$ cat src/rtl/max_bus_arbiter.sv
// ---------------------------------------------------------------------------
// max_bus_arbiter
//
// Purpose:
//   VIC/CPU bus arbiter. It divides the system clock into 8-CLK PHI cycles.
//   The first half of each PHI cycle belongs to the VIC and the second half
//   belongs to the CPU. When the VIC asks to steal the bus, BA drops for
//   BA_LEAD PHI cycles so the CPU can finish its current access. The VIC
//   then owns the bus (AEC low) for the latched number of PHI cycles.
//
// Parameters:
//   BA_LEAD    number of full PHI cycles BA is low before the steal (1..7)
//
// Ports:
//   i_clk      system clock, 8 CLK per PHI cycle
//   i_reset    synchronous active-high reset
//   i_vicReq   VIC bus-steal request, level sensitive
//   i_vicLen   number of PHI cycles to steal, latched with the request
//   o_phase    internal phase counter PH (0..7)
//   o_phi2     CPU phase clock, high while PH is 4..7
//   o_ba       bus available to CPU RDY, low while a burst is pending/active
//   o_aec      CPU address enable, low while the VIC owns the bus
//   o_cpuCe    one-CLK CPU clock enable at PH=7 when the CPU is not stalled
//   o_vicSlot  one-CLK strobe at PH=4 of every stolen PHI cycle
//   o_done     one-CLK strobe at PH=0 of the first IDLE cycle after a steal
// ---------------------------------------------------------------------------
module max_bus_arbiter #(
    parameter int BA_LEAD = 3
) (
    input  logic       i_clk,
    input  logic       i_reset,
    input  logic       i_vicReq,
    input  logic [5:0] i_vicLen,
    output logic [2:0] o_phase,
    output logic       o_phi2,
    output logic       o_ba,
    output logic       o_aec,
    output logic       o_cpuCe,
    output logic       o_vicSlot,
    output logic       o_done
);

    typedef enum logic [1:0] {
        IDLE    = 2'd0,
        BA_WAIT = 2'd1,
        STEAL   = 2'd2
    } ArbState;

    localparam logic [2:0] LEAD_INIT = 3'(BA_LEAD);

    ArbState    r_state;
    ArbState    w_nextState;
    logic [2:0] r_ph;
    logic [2:0] r_leadCnt;
    logic [5:0] r_lenCnt;
    logic       r_done;
    logic       w_wrap;
    logic       w_accept;

    // The wrap edge is the clock edge that ends PH=7. State changes and
    // request sampling happen only on this edge. A request with a zero
    // length is never accepted, so it cannot disturb the CPU cadence.
    assign w_wrap   = (r_ph == 3'd7);
    assign w_accept = w_wrap && (r_state == IDLE) && i_vicReq && (i_vicLen != 6'd0);

    // State register and phase counter. The phase counter runs freely and
    // wraps on its own. DONE is registered on the STEAL->IDLE wrap edge, so
    // it lines up with PH=0 of the first IDLE cycle. A reset clears DONE,
    // so an aborted burst never produces the strobe.
    always_ff @(posedge i_clk) begin
        if (i_reset) begin
            r_ph    <= 3'd0;
            r_state <= IDLE;
            r_done  <= 1'b0;
        end else begin
            r_ph    <= r_ph + 3'd1;
            r_state <= w_nextState;
            r_done  <= w_wrap && (r_state == STEAL) && (w_nextState == IDLE);
        end
    end

    // Lead and length counters. They load when a request is accepted and
    // count down once per PHI cycle in their own state. They stop at zero
    // rather than wrapping, so a stale counter can never restart a burst.
    // The length is latched here, which means later changes on i_vicLen
    // have no effect on a burst that is already running.
    always_ff @(posedge i_clk) begin
        if (i_reset) begin
            r_leadCnt <= 3'd0;
            r_lenCnt  <= 6'd0;
        end else if (w_accept) begin
            r_leadCnt <= LEAD_INIT;
            r_lenCnt  <= i_vicLen;
        end else if (w_wrap) begin
            if (r_state == BA_WAIT && r_leadCnt != 3'd0) begin
                r_leadCnt <= r_leadCnt - 3'd1;
            end
            if (r_state == STEAL && r_lenCnt != 6'd0) begin
                r_lenCnt <= r_lenCnt - 6'd1;
            end
        end
    end

    // Next-state logic. Each waiting state leaves on the wrap edge that ends
    // its last PHI cycle, which is when its counter still reads 1. The test
    // is "<= 1" so a counter that is already at zero also moves the FSM on
    // instead of stalling it.
    always_comb begin
        w_nextState = r_state;
        if (w_wrap) begin
            case (r_state)
                IDLE:    if (w_accept)             w_nextState = BA_WAIT;
                BA_WAIT: if (r_leadCnt <= 3'd1)    w_nextState = STEAL;
                STEAL:   if (r_lenCnt <= 6'd1)     w_nextState = IDLE;
                default:                           w_nextState = IDLE;
            endcase
        end
    end

    // Output decode from the current state and phase. The CPU gets its
    // clock enable in IDLE and BA_WAIT so it can finish the access it has
    // in flight. It is fully stalled while the VIC owns the bus.
    always_comb begin
        o_phase   = r_ph;
        o_phi2    = r_ph[2];
        o_ba      = (r_state == IDLE);
        o_aec     = (r_state != STEAL);
        o_cpuCe   = (r_ph == 3'd7) && (r_state != STEAL);
        o_vicSlot = (r_ph == 3'd4) && (r_state == STEAL);
        o_done    = r_done;
    end

endmodule

$ cat config.mk
export PLATFORM = sky130hd
export DESIGN_NAME = max_bus_arbiter
export DESIGN_NICKNAME = d
export VERILOG_FILES = /design/src/rtl/max_bus_arbiter.sv
export SDC_FILE = /design/constraint.sdc
export NUM_CORES = 1
export LEC_CHECK = 0
export CORE_MARGIN = 2
export CORE_UTILIZATION = 53
export CTS_BUF_LIST = sky130_fd_sc_hd__clkbuf_4 sky130_fd_sc_hd__clkbuf_8
export DETAILED_ROUTE_END_ITERATION = 16
export PLACE_DENSITY_LB_ADDON = 0.08
export SLEW_MARGIN = 20
export SYNTH_ARGS = -nofsm -noshare
export SYNTH_HDL_FRONTEND = slang
export SYNTH_SLANG_ARGS = --single-unit
$ cat constraint.sdc
create_clock -name i_clk -period 2 [get_ports i_clk]
set_input_delay 0.3 -clock i_clk [delete_from_list [all_inputs] [get_ports i_clk]]
set_output_delay 0.3 -clock i_clk [all_outputs]
set_load 0.02 [all_outputs]
-- After elaboration in Yosys (flattened, before gate mapping)
Index checks and enable logic that the tools add are counted.
- register bits: 15
- logic and storage cells: 48
- input port bits: 9
- add/sub/neg operators: 3
- magnitude comparators: 2
- mux-type cells: 11
- equality and inequality tests: 5
- reductions and logical operators: 21
- operators by type and width (cell ; number):
    $mux 6 ; 3
    $mux 2 ; 7
    $reduce_bool 6->1 ; 2
    $logic_and 1x1->1 ; 9
    $eq 3x3->1 const B ; 2
    $le 6x1->1 const B ; 1
    $pmux 2 s3 ; 1
    $reduce_and 2->1 ; 3
    $reduce_bool 2->1 ; 3
    $sub 6x1->6 const B ; 1
    $logic_not 2->1 ; 2
    $add 3x1->3 const B ; 1
    $le 3x1->1 const B ; 1
    $reduce_bool 3->1 ; 1
    $sub 3x1->3 const B ; 1
    $eq 2x1->1 const B ; 1
    $eq 2x2->1 const B ; 1
    $ne 2x2->1 const B ; 1
    $reduce_or 2->1 ; 1

-- Depth between registers and ports, before layout
- word-level depth: 9
- gate-level depth with buffers: 6
- mapped depth without buffers: 6

-- Worst setup path before layout
OpenSTA, ideal clock, no wires.
- path kind: reg-to-reg
- start: register r_ph[0], in the netlist o_phase[0]
- end: register r_leadCnt[1]
- setup slack: 0.183 ns
- path buffers: 0
- setup time: 0.071 ns
- stages on the path, launching flop included: 7
- required time: 1.929 ns
- arrival time: 1.746 ns
- period minus slack after synthesis: 1.817 ns
- cell sequence: dfxtp_1 ha_1 ha_1 nand3b_1 a21oi_1 mux2_1 a21oi_1
- cells in the longest elaborated chain, start to end: 6
- elaborated cells between the ends (all ways): 8
- RTL lines (what ; RTL line ; RTL):
    start, declared ; 53 ; logic [2:0] r_ph;
    start signal, assigned ; 76 ; r_ph <= r_ph + 3'd1;
    $eq 3x3->1 * ; 63 ; assign w_wrap = (r_ph == 3'd7);
    $logic_and 1x1->1 (3 in a row) ; 64 ; assign w_accept = w_wrap && (r_state == IDLE) && i_vicReq && (i_vicLen != 6'd0);
    $reduce_bool 2->1 (no source line) ; -- ;
    $reduce_and 2->1 (no source line) ; -- ;
    end signal, assigned ; 96 ; r_leadCnt <= r_leadCnt - 3'd1;
    end, declared ; 54 ; logic [2:0] r_leadCnt;
Mark *: on every way between the ends. The rest lies on a longest branch, timed or not.
A chain may end at the register's enable or synchronous reset.

-- Worst setup path after layout
- start: register r_state[0]
- end: output port o_vicSlot
- cells in the longest elaborated chain, start to end: 2
- RTL lines (what ; RTL line ; RTL):
    start, declared ; 51 ; ArbState r_state;
    start signal, assigned ; 77 ; r_state <= w_nextState;
    $eq 2x2->1 ; 129 ; o_vicSlot = (r_ph == 3'd4) && (r_state == STEAL);
    $logic_and 1x1->1 ; 129 ;
    end, declared ; 39 ; output logic o_vicSlot,
No other way between the ends.

==> results.sh <==
export IMPL_synth_compound_area_share_pct=19.6
export IMPL_drive_above_1_share_pct=11.5
export IMPL_synth_area_um2=937
export IMPL_relSlewSlack_pct=69.7
export IMPL_setup_viol=0
export IMPL_period_needed_ns=1.87
export IMPL_power_density_cell_area_mw_per_mm2=483
export IMPL_reg2reg_slack_ns=0.15
export IMPL_max_stage_delay_ns=0.60
export IMPL_crit_chain="nand2b_1, nor2_1, clkdlybuf4s50_1"
export IMPL_die_y_um=46.1
export IMPL_area_growth_pct=24.0
export IMPL_crit_path_max_fanout=8
export IMPL_register_area_um2=302
export IMPL_synth_fa_ha_area_share_pct=10.7
export IMPL_cpMaxStageDelayCell="clkdlybuf4s50_1"
export IMPL_place_congestion=0.871
export IMPL_fin_area_mm2=0.00116
export IMPL_max_freq_ghz=0.536
export IMPL_grt_pass1_wl_mm=2.94
export IMPL_drv_slew=0
export IMPL_start_util_pct=55.5
export IMPL_grt_pass1_vias=729
export IMPL_synthesis_nets=118
export IMPL_synth_cells=101
export IMPL_place_ws_ns=0.153
export IMPL_rsz0062_at_grt="no"
export IMPL_post_route_period_util_pct=93.3
export IMPL_htreeDepth=1
export IMPL_min_path_type="reg -> reg"
export IMPL_core_mm2=0.00169
export IMPL_top_layer="met4"
export IMPL_antenna_left=0
export IMPL_synth_top_family_by_area="simple AND/OR/NAND/NOR gates"
export IMPL_fillCellCount=142
export IMPL_cts_inserted_buffers=3
export IMPL_rr_endpoint="r_lenCnt[3]$_SDFFE_PP0P_"
export IMPL_ioPinCount=18
export IMPL_route_detailed_drc=0
export IMPL_crit_arrival_ns=1.57
export IMPL_hold_start="o_phase[0]$_SDFF_PP0_"
export IMPL_fin_total_pwr_mw=0.562
export IMPL_post_cts_buffers=0
export IMPL_fin_nets=140
export IMPL_place_hpwl_mm=1.45
export IMPL_endpoint_kind="primary output"
export IMPL_cts_root_buffer="clkbuf_4"
export IMPL_grt_total_usage_pct=19.1
export IMPL_layout_commonest_cell="clkdlybuf4s50_1"
export IMPL_cp_required_ns=1.70
export IMPL_fin_setup_tns_ns=0
export IMPL_met2_length_um=856
export IMPL_drv_cap=0
export IMPL_placed_area_mm2=0.00113
export IMPL_leakage_nw=0.462
export IMPL_crit_type="reg -> out"
export IMPL_cts_tree="yes"
export IMPL_insertion_delay_ns=0.28
export IMPL_clock_skew_ns=0.00287
export IMPL_viasPerCell=5.55
export IMPL_wl_met1_um=852
export IMPL_wl_met3_um=67
export IMPL_grt_max_degree=11
export IMPL_worst_hold_path_num_cells=1
export IMPL_die_area_mm2=0.00212
export IMPL_ir_drop_uv=367
export IMPL_status="completed"
export IMPL_reg2reg_depth=7
export IMPL_clk_pin_slew_worst_paths_ns=0.09
export IMPL_first_pass_iters=4
export IMPL_antennaDiodeCount=0
export IMPL_r2r_start="o_phase[0]$_SDFF_PP0_"
export IMPL_synthXorXnorAreaFrac_pct=2.80
export IMPL_routedWlPerCell_um=12.9
export IMPL_setup_ws_ns=0.134
export IMPL_final_hold_viol_count=0
export IMPL_synth_simple_area_share_pct=27.0
export IMPL_synth_cell_types=39
export IMPL_cts_sinks=15
export IMPL_drt_wl_total_mm=1.79
export IMPL_mostFrequentLayoutCells="16 x clkdlybuf4s50_1, 14 x dfxtp_1, 13 x nor2_1"
export IMPL_seq_area_frac_synth_pct=32.0
export IMPL_startpoint_type="flip-flop"
export IMPL_antenna_found_initial=0
export IMPL_worstMarginPinSlew_ns=0.448
export IMPL_die_x_um=46.1
export IMPL_drt_first_iter_violations=13
export IMPL_startpoint="r_state[0]$_SDFF_PP0_"
export IMPL_grt_overflow=0
export IMPL_fp_row_count=15
export IMPL_muxShareOfSynthArea_pct=2.27
export IMPL_hold_end="o_phase[0]$_SDFF_PP0_"
export IMPL_ys_ff_latch=15
export IMPL_num_vias=772
export IMPL_multi_input_area_um2=584
export IMPL_yosys_warnings=0
export IMPL_clock_path_buffers=2
export IMPL_io_buffers=17
export IMPL_avgSynthCellArea_um2=9.28
synthesized netlist by cell type (all sizes together):
cell type	instances	area, µm²
a2111oi	2	20.0
a211oi	2	15.0
a21oi	9	48.8
a22oi	1	7.51
a2bb2oi	1	8.76
a311o	1	10.0
a31o	1	8.76
a31oi	1	21.3
a32o	1	10.0
a32oi	1	8.76
and2	1	6.26
buf	1	7.51
clkbuf	1	3.75
dfxtp	15	300
ha	8	100
inv	11	41.3
mux2	1	11.3
mux2i	1	10.0
nand2	2	7.51
nand2b	1	6.26
nand3	1	5.00
nand3b	2	27.5
nand4bb	1	27.5
nor2	13	48.8
nor2b	4	25.0
nor3	4	20.0
nor3b	2	15.0
nor4	3	48.8
nor4b	1	8.76
o21a	1	7.51
o21ai	2	10.0
o21bai	1	7.51
or3	1	6.26
xnor2	2	17.5
xor2	1	8.76
registers in the layout, summed over array words and instances, names as in the netlist:
name and count:
r_state 2, o_phase 3, o_done 1, r_lenCnt 6, r_leadCnt 3
how the worst max path moves through the flow:
stage,to,slack [ns],depth (start not counted)
after CTS,o_vicSlot,0.06,3
after floorplan,r_leadCnt[1]$_SDFFE_PP0P_,0.18,6
after global routing,r_lenCnt[0]$_SDFFE_PP0P_,0.02,7
final,o_vicSlot,0.13,3
after detailed placement,r_lenCnt[3]$_SDFFE_PP0P_,0.15,7
after global placement,r_leadCnt[1]$_SDFFE_PP0P_,0.19,7
report_power, final:
part           switching [mW]  internal, mW
Combinational          0.0308        0.0348
Clock                  0.0962        0.0909
Sequential            0.00486         0.304
per-layer routing:
layer | up-vias | global-route usage (%)
met4 | 0 | 5.14
met5 | - | 0
li1 | 402 | -
met3 | 2 | 3.53
met1 | 350 | 24.2
met2 | 18 | 32.8
worst max-delay path: cells and delay by family, from the launching register on:
kind | cells | cell delay (ns)
buffers and inverters | 1 | 0.60
AND/OR/NAND/NOR | 2 | 0.31
flip-flops | 1 | 0.38
cell families after synthesis:
kind of cell             after synthesis
multiplexers                           2
adder cells (fa/ha/maj)                8
flip-flops                            15
buffers and inverters                 13
XOR/XNOR                               3
AND/OR/NAND/NOR                       36
AO/OA/AOI/OAI                         24
cell type report:
| class | count | share of cell area [%] |
|---|---|---|
| Timing Repair Buffer | 19 | 15.8 |
| Inverter | 11 | 3.55 |
| Multi-Input combinational cell | 73 | 50.3 |
| Tap cell | 17 | 1.83 |
| Clock buffer | 4 | 2.58 |
| Sequential cell | 15 | 25.9 |
stage by stage:
step | std cells | util, % | hold WS (ns)
2_1_floorplan | 101 | - | 0.372
3_3_place_gp | 135 | 67.0 | 0.440
3_5_place_dp | 135 | 67.0 | 0.471
4_1_cts | 139 | 68.7 | 0.493
5_1_grt | 139 | 68.8 | 0.506
6_report | 139 | 68.8 | 0.482
what timing repair did:
action / CTS / global route
hold buffers: 0 / 0
gates resized for setup: 1 / 1
endpoints found under the setup margin: 1 / 1
Note: power is estimated with default switching activity, not from simulation.
